==> src/rtl/scalar_hazard_ctrl.sv <==
// Scalar pipeline hazard controller: EX/MEM/WB tag tracking, operand bypass selects,
// load-use and multi-cycle stall sequencing, branch flush. Option: SCALAR_ZERO_REG_EN.
module scalar_hazard_ctrl #(
  parameter int REG_AW    = 4,
  parameter int MC_CYCLES = 4
) (
  input  logic              clk,
  input  logic              rst_n,
  input  logic              id_valid,
  input  logic [REG_AW-1:0] id_rs2,
  input  logic [REG_AW-1:0] id_rs3,
  input  logic              id_use_rs2,
  input  logic              id_use_rs3,
  input  logic [REG_AW-1:0] id_rd,
  input  logic              id_wr,
  input  logic              id_is_load,
  input  logic              id_is_mc,
  input  logic              flush,
  output logic              stall,
  output logic              bubble,
  output logic [1:0]        fwd_sel_r2,
  output logic [1:0]        fwd_sel_r3,
  output logic              mc_busy
);

  typedef enum logic [1:0] {RUN, LDSTALL, MC} state_t;

  typedef struct packed {
    logic              valid;
    logic [REG_AW-1:0] rd;
    logic              wr;
    logic              load;
  } tag_t;

  localparam logic [3:0] MC_LOAD = 4'(MC_CYCLES - 1);

  state_t     state, state_nxt;
  logic [3:0] cnt, cnt_nxt;
  tag_t       ex_tag, mem_tag, wb_tag;
  logic       ex_hit2, ex_hit3, load_haz, mc_entry;

  function automatic logic src_match(tag_t t, logic [REG_AW-1:0] src, logic use_src);
    logic m;
    m = t.valid && t.wr && (t.rd == src) && use_src;
`ifdef SCALAR_ZERO_REG_EN
    // r0 is hardwired zero: never produced by the pipe, so never forwarded or waited on
    m = m && (src != '0);
`endif
    return m;
  endfunction

  // A load in EX has no result yet; such a match falls through to older stages
  // and is reported as a load-use hazard instead.
  function automatic logic [1:0] fwd_sel(logic [REG_AW-1:0] src, logic use_src);
    if (src_match(ex_tag, src, use_src) && !ex_tag.load) return 2'b11;
    if (src_match(mem_tag, src, use_src))                 return 2'b10;
    if (src_match(wb_tag, src, use_src))                  return 2'b01;
    return 2'b00;
  endfunction

  assign ex_hit2    = src_match(ex_tag, id_rs2, id_use_rs2);
  assign ex_hit3    = src_match(ex_tag, id_rs3, id_use_rs3);
  assign load_haz   = id_valid && ex_tag.load && (ex_hit2 || ex_hit3);
  assign mc_entry   = id_valid && id_is_mc;
  assign fwd_sel_r2 = fwd_sel(id_rs2, id_use_rs2);
  assign fwd_sel_r3 = fwd_sel(id_rs3, id_use_rs3);

  // NOTE: every signal driven here gets a default first so no path can infer a latch.
  always_comb begin
    state_nxt = state;
    cnt_nxt   = cnt;
    stall     = 1'b0;
    bubble    = 1'b0;
    mc_busy   = 1'b0;
    unique case (state)
      RUN: begin
        if (flush) begin
          bubble    = 1'b1;
        end else if (load_haz) begin
          stall     = 1'b1;
          bubble    = 1'b1;
          state_nxt = LDSTALL;
        end else if (mc_entry) begin
          state_nxt = MC;
          cnt_nxt   = MC_LOAD;
        end
      end
      // EX holds a bubble here, so no branch can flush; a multi-cycle op that
      // waited behind the load still has to enter MC or its penalty is lost.
      LDSTALL: begin
        if (mc_entry) begin
          state_nxt = MC;
          cnt_nxt   = MC_LOAD;
        end else begin
          state_nxt = RUN;
        end
      end
      MC: begin
        stall   = 1'b1;
        mc_busy = 1'b1;
        cnt_nxt = cnt - 4'd1;
        if (cnt == 4'd1) state_nxt = RUN;
      end
      default: state_nxt = RUN;
    endcase
  end

  // NOTE: sequential state uses non-blocking assignments so all flops update together.
  always_ff @(posedge clk or negedge rst_n) begin
    if (!rst_n) begin
      state   <= RUN;
      cnt     <= '0;
      ex_tag  <= '0;
      mem_tag <= '0;
      wb_tag  <= '0;
    end else begin
      state <= state_nxt;
      cnt   <= cnt_nxt;
      if (state == MC) begin
        mem_tag <= '0;
        wb_tag  <= mem_tag;
      end else begin
        ex_tag  <= bubble ? '0 : tag_t'{id_valid, id_rd, id_wr, id_is_load};
        mem_tag <= ex_tag;
        wb_tag  <= mem_tag;
      end
    end
  end

endmodule

==> config.mk <==
export PLATFORM = sky130hd
export DESIGN_NAME = scalar_hazard_ctrl
export DESIGN_NICKNAME = d
export VERILOG_FILES = /design/src/rtl/scalar_hazard_ctrl.sv
export SDC_FILE = /design/constraint.sdc
export NUM_CORES = 1
export LEC_CHECK = 0
export ABC_AREA = 1
export CAP_MARGIN = 10
export CORE_ASPECT_RATIO = 1.25
export CORE_UTILIZATION = 51
export CTS_CLUSTER_SIZE = 20
export DETAILED_ROUTE_END_ITERATION = 16
export PLACE_DENSITY = 0.84
export REMOVE_ABC_BUFFERS = 1
export SYNTH_ARGS = -nofsm -noshare
export SYNTH_HDL_FRONTEND = slang
export SYNTH_SLANG_ARGS = --single-unit
==> constraint.sdc <==
create_clock -name clk -period 1.4 [get_ports clk]
set_input_delay 0.14 -clock clk [delete_from_list [all_inputs] [get_ports clk]]
set_output_delay 0.14 -clock clk [all_outputs]
set_load 0.02 [all_outputs]
==> flow_summary.html <==
<table>
<tr><th>Metric</th><th>Value</th></tr>
<tr><th colspan="2">Outcome</th></tr>
<tr><td>Result of the run</td><td>finished with violations</td></tr>
<tr><td>Violated checks</td><td>setup timing</td></tr>
<tr><th colspan="2">Finish</th></tr>
<tr><td>Proportion of layout cells with a drive suffix above 1</td><td>32.3%</td></tr>
<tr><td>Final design area excluding fillers</td><td>2140 um2</td></tr>
<tr><td>Number of cells in the finished layout apart from fillers</td><td>285</td></tr>
<tr><td>Area delta synth-&gt;final</td><td>51.3%</td></tr>
<tr><td>NumNets Final</td><td>275</td></tr>
<tr><td>Count of inserted antenna diode cells</td><td>0</td></tr>
<tr><td>Filler Cells Inserted</td><td>183</td></tr>
<tr><td>Share of the core filled with cells</td><td>80.6%</td></tr>
<tr><th colspan="2">Detailed routing</th></tr>
<tr><td>Detailed-route wire length per cell</td><td>13.5 um</td></tr>
<tr><td>DRC Markers</td><td>0</td></tr>
<tr><td>Number of optimization iterations in the first detailed-route pass</td><td>5</td></tr>
<tr><td>Total wire length</td><td>3860 um</td></tr>
<tr><td>DRC violation total after the first TritonRoute iteration</td><td>71</td></tr>
<tr><td>Per-cell via count in the routed design</td><td>5.30</td></tr>
<tr><td>DR vias</td><td>1511</td></tr>
<tr><td>Post-detailed-route count of antenna-violating nets</td><td>0</td></tr>
<tr><th colspan="2">Floorplan</th></tr>
<tr><td># rows</td><td>21</td></tr>
<tr><td>Standard cell core area</td><td>2650 um2</td></tr>
<tr><td>Effective utilization at floorplan</td><td>53.3%</td></tr>
<tr><td>Die outline width</td><td>49.1 um</td></tr>
<tr><td>Floorplan die area</td><td>2990 um2</td></tr>
<tr><td>Overall die height</td><td>60.9 um</td></tr>
<tr><td>Num ports</td><td>28</td></tr>
<tr><th colspan="2">Timing</th></tr>
<tr><td>Final critical delay including setup and external delays</td><td>1.85 ns</td></tr>
<tr><td>Final setup fails</td><td>19</td></tr>
<tr><td>Period Utilization, post-route</td><td>132%</td></tr>
<tr><td>Max Clock Skew</td><td>0.00538 ns</td></tr>
<tr><td>Setup repair after global routing missed its margin</td><td>yes</td></tr>
<tr><td>Max_slew headroom</td><td>78.0%</td></tr>
<tr><td>Post-layout worst setup margin</td><td>-0.454 ns</td></tr>
<tr><td>Transition time at the pin with the least slew margin</td><td>0.330 ns</td></tr>
<tr><td>Peak Freq</td><td>539 MHz</td></tr>
<tr><td>Final Max Tran Viols</td><td>0</td></tr>
<tr><td>Smallest hold slack</td><td>0.168 ns</td></tr>
<tr><td>Final hold vios</td><td>0</td></tr>
<tr><th colspan="2">Setup path</th></tr>
<tr><td>Launch point of the worst path</td><td>ex_tag[5]</td></tr>
<tr><td>End point of the critical path</td><td>stall</td></tr>
<tr><td>Classification of the worst setup path</td><td>reg2out</td></tr>
<tr><td>Register-to-register setup slack</td><td>-0.21 ns</td></tr>
<tr><td>Path depth of the worst reg2reg path</td><td>12</td></tr>
<tr><td>Startpoint type of the worst setup path</td><td>flop</td></tr>
<tr><td>Reg2reg end</td><td>ex_tag[0]</td></tr>
<tr><td>Arr. time, crit path</td><td>1.71 ns</td></tr>
<tr><td>Required time reported for the critical path endpoint</td><td>1.26 ns</td></tr>
<tr><td>Sort of element at the end of the critical path</td><td>output pin</td></tr>
<tr><td>Max Fanout on Critical Path</td><td>3</td></tr>
<tr><td>Origin of the critical flop-to-flop path</td><td>ex_tag[5]</td></tr>
<tr><th colspan="2">Yosys</th></tr>
<tr><td>Cells after synthesis</td><td>182</td></tr>
<tr><td>Post-synth cell types</td><td>25</td></tr>
<tr><td>Top cell type by total area after synthesis</td><td>dfrtp_1</td></tr>
<tr><td>Post-synth EDFFs</td><td>0</td></tr>
<tr><td>Leading cell types by count after synthesis</td><td>nand2_1, dfrtp_1, inv_1</td></tr>
<tr><td>Synth warn</td><td>0</td></tr>
<tr><td>Synth Area in XOR/XNOR</td><td>7.43%</td></tr>
<tr><td>Top cells by area in the synthesized netlist</td><td>dfrtp_1, nand2_1, inv_1</td></tr>
<tr><td>Synth Cell Area</td><td>1410 um2</td></tr>
<tr><td>Synth async-reset ratio</td><td>100%</td></tr>
<tr><td>Cell with the most instances after synthesis</td><td>nand2_1</td></tr>
<tr><td>Adder-Cell Fraction of Synth Area</td><td>1.77%</td></tr>
<tr><td>Synth Flop Type</td><td>dfrtp_1</td></tr>
<tr><td>Share of the synthesized area in compound gates (AO/OA/AOI/OAI)</td><td>7.08%</td></tr>
<tr><td>Mean Syn Cell Area</td><td>7.77 um2</td></tr>
<tr><td>Flip-flop and latch count after synthesis</td><td>25</td></tr>
<tr><td>Share of the synthesized area in the top cell type</td><td>44.2%</td></tr>
<tr><td>Proportion of synthesized chip area in sequential cells</td><td>44.2%</td></tr>
<tr><td>Multiplexer share of the synthesized area</td><td>0%</td></tr>
<tr><td>Dominant combinational cell family by area after synthesis</td><td>simple AND/OR/NAND/NOR gates</td></tr>
<tr><td>Area fraction in and, or, nand and nor cells after synthesis</td><td>32.6%</td></tr>
<tr><th colspan="2">Clock tree</th></tr>
<tr><td>Clock root buffer</td><td>clkbuf_4</td></tr>
<tr><td>Deepest level of the CTS H-tree</td><td>1</td></tr>
<tr><td>Clk pin slew, worst setup/hold paths</td><td>0.14 ns</td></tr>
<tr><td>Clock latency on the worst-skew pair</td><td>0.32 ns</td></tr>
<tr><td>Clock tree buffer depth</td><td>2</td></tr>
<tr><td>Sinks on Clock Net</td><td>25</td></tr>
<tr><td>CTS tree</td><td>yes</td></tr>
<tr><td>Hold Buf Count CTS</td><td>0</td></tr>
<tr><td>TritonCTS Buffers</td><td>3</td></tr>
<tr><th colspan="2">Global routing</th></tr>
<tr><td>Antenna violations before repair</td><td>0</td></tr>
<tr><td>Via count of the first global-routing pass</td><td>1414</td></tr>
<tr><td>Wire length of the first global-routing pass</td><td>5890 um</td></tr>
<tr><td>Congestion Overflow GR</td><td>0</td></tr>
<tr><td>Maximum number of pins on one net before global-route repair</td><td>26</td></tr>
<tr><td>Overall fraction of global-route tracks in use</td><td>26.6%</td></tr>
<tr><th colspan="2">Place</th></tr>
<tr><td>Dpl hpwl</td><td>2880 um</td></tr>
<tr><td>Port Buffer Count</td><td>27</td></tr>
<tr><td>Post-DP Area</td><td>1970 um2</td></tr>
<tr><td>Placed cell count</td><td>274</td></tr>
<tr><td>Routability-driven placement congestion ratio</td><td>0.855</td></tr>
<tr><th colspan="2">Pwr</th></tr>
<tr><td>Overall power of the completed layout</td><td>3.61 mW</td></tr>
<tr><td>Total power per unit cell area</td><td>1690 nW/um2</td></tr>
<tr><td>Leak Pwr</td><td>1.10 nW</td></tr>
<tr><td>Worst vdd rail ir drop</td><td>1.37 mV</td></tr>
<tr><th colspan="2">Run</th></tr>
<tr><td>Max-cap check violation count</td><td>0</td></tr>
<tr><th colspan="2">Hold path</th></tr>
<tr><td>Class of the tightest hold or removal check</td><td>in2async</td></tr>
</table>
-- cell type report --
type	count	area (um2)	share of cell area (%)
well taps	34	42.5	1.99
flip-flops and latches	25	626	29.2
clock buffers	3	22.5	1.05
inverters	24	90.1	4.21
multi-input cells	131	771	36.0
clock inverters	1	7.51	0.351
repair buffers	67	581	27.1
-- how the worst min path moves through the flow --
stage,from,endpoint,slack [ns],depth (start not counted)
after CTS,rst_n,wb_tag[4],0.17,2
after detailed placement,mem_tag[6],wb_tag[6],0.36,0
after global routing,rst_n,wb_tag[1],0.18,2
after global placement,mem_tag[6],wb_tag[6],0.36,0
after floorplan,rst_n,cnt[0],-0.16,0
final,rst_n,state[1],0.17,2
-- through the flow --
step           setup slack [ns]  setup TNS [ns]
6_report                 -0.454           -3.86
4_1_cts                  -0.458           -2.68
5_1_grt                  -0.559           -5.61
3_3_place_gp             -0.797           -7.91
2_1_floorplan            -0.452           -4.08
3_5_place_dp             -0.834           -9.22
-- critical path, stage by stage (launching register included) --
cell	delay (ns)
dfrtp_1	0.40
inv_1	0.06
nand2_1	0.06
nand2_1	0.07
nor2_2	0.15
nand3_2	0.10
nand2_2	0.10
nand2_4	0.06
o31ai_2	0.23
buf_4	0.17
-- power by group --
| group | internal (mW) | total (mW) | switching [mW] |
|---|---|---|---|
| combinational | 0.956 | 2.01 | 1.06 |
| clock | 0.109 | 0.335 | 0.226 |
| sequential | 1.02 | 1.26 | 0.245 |
-- kinds of logic (layout without fill, tap and decap cells) --
logic type,Yosys count,count (layout)
simple gates,100,100
buf+inv,26,95
flops,25,25
compound gates,17,17
xor+xnor,12,12
fa+ha+maj,2,2
-- routing by layer --
layer  vias up  global-route usage (%)  wire length, um
met5         -                       0                0
met4         0                    15.5              121
met3        14                    3.01              107
met2        51                    51.1             2070
met1       725                    28.4             1560
li1        721                       -                -
-- sequential cells by signal, summed over array words and instances (netlist names) --
| register | cells |
|---|---|
| cnt | 4 |
| ex_tag | 7 |
| mem_tag | 6 |
| state | 2 |
| wb_tag | 6 |
-- timing repair --
action | 4_1_cts | 5_1_grt
buffers inserted | 4 | 4
endpoints found under the setup margin | 20 | 19
resized for setup | 52 | 16
pin swaps | 6 | 13
-- cell usage in the layout (no fill, tap or decap) --
cell type / Yosys / layout
nor2_1: 19 / 14
inv_1: 21 / 18
o22ai_1: 8 / 7
a211oi_2: 0 / 1
nor2_4: 0 / 2
clkdlybuf4s50_1: 0 / 20
nand2_2: 1 / 6
clkbuf_4: 0 / 3
dfrtp_1: 25 / 25
o22ai_2: 0 / 1
ha_1: 2 / 2
clkinvlp_4: 0 / 1
nand2_4: 1 / 2
nand3_1: 7 / 7
a21oi_1: 4 / 4
nor4_1: 2 / 1
nand4_1: 8 / 8
or2_4: 0 / 1
nand3_4: 1 / 2
nor2_2: 2 / 5
inv_2: 3 / 6
o21ai_1: 0 / 1
buf_6: 0 / 8
o31ai_2: 0 / 1
xnor2_1: 5 / 5
buf_2: 0 / 1
o21ai_0: 3 / 2
xor2_1: 7 / 7
nor4_2: 0 / 1
buf_4: 0 / 38
nor3b_2: 0 / 1
nand3_2: 2 / 1
nand3b_1: 1 / 1
nand2_1: 54 / 48
No activity file was read; power rests on OpenSTA's default activity.
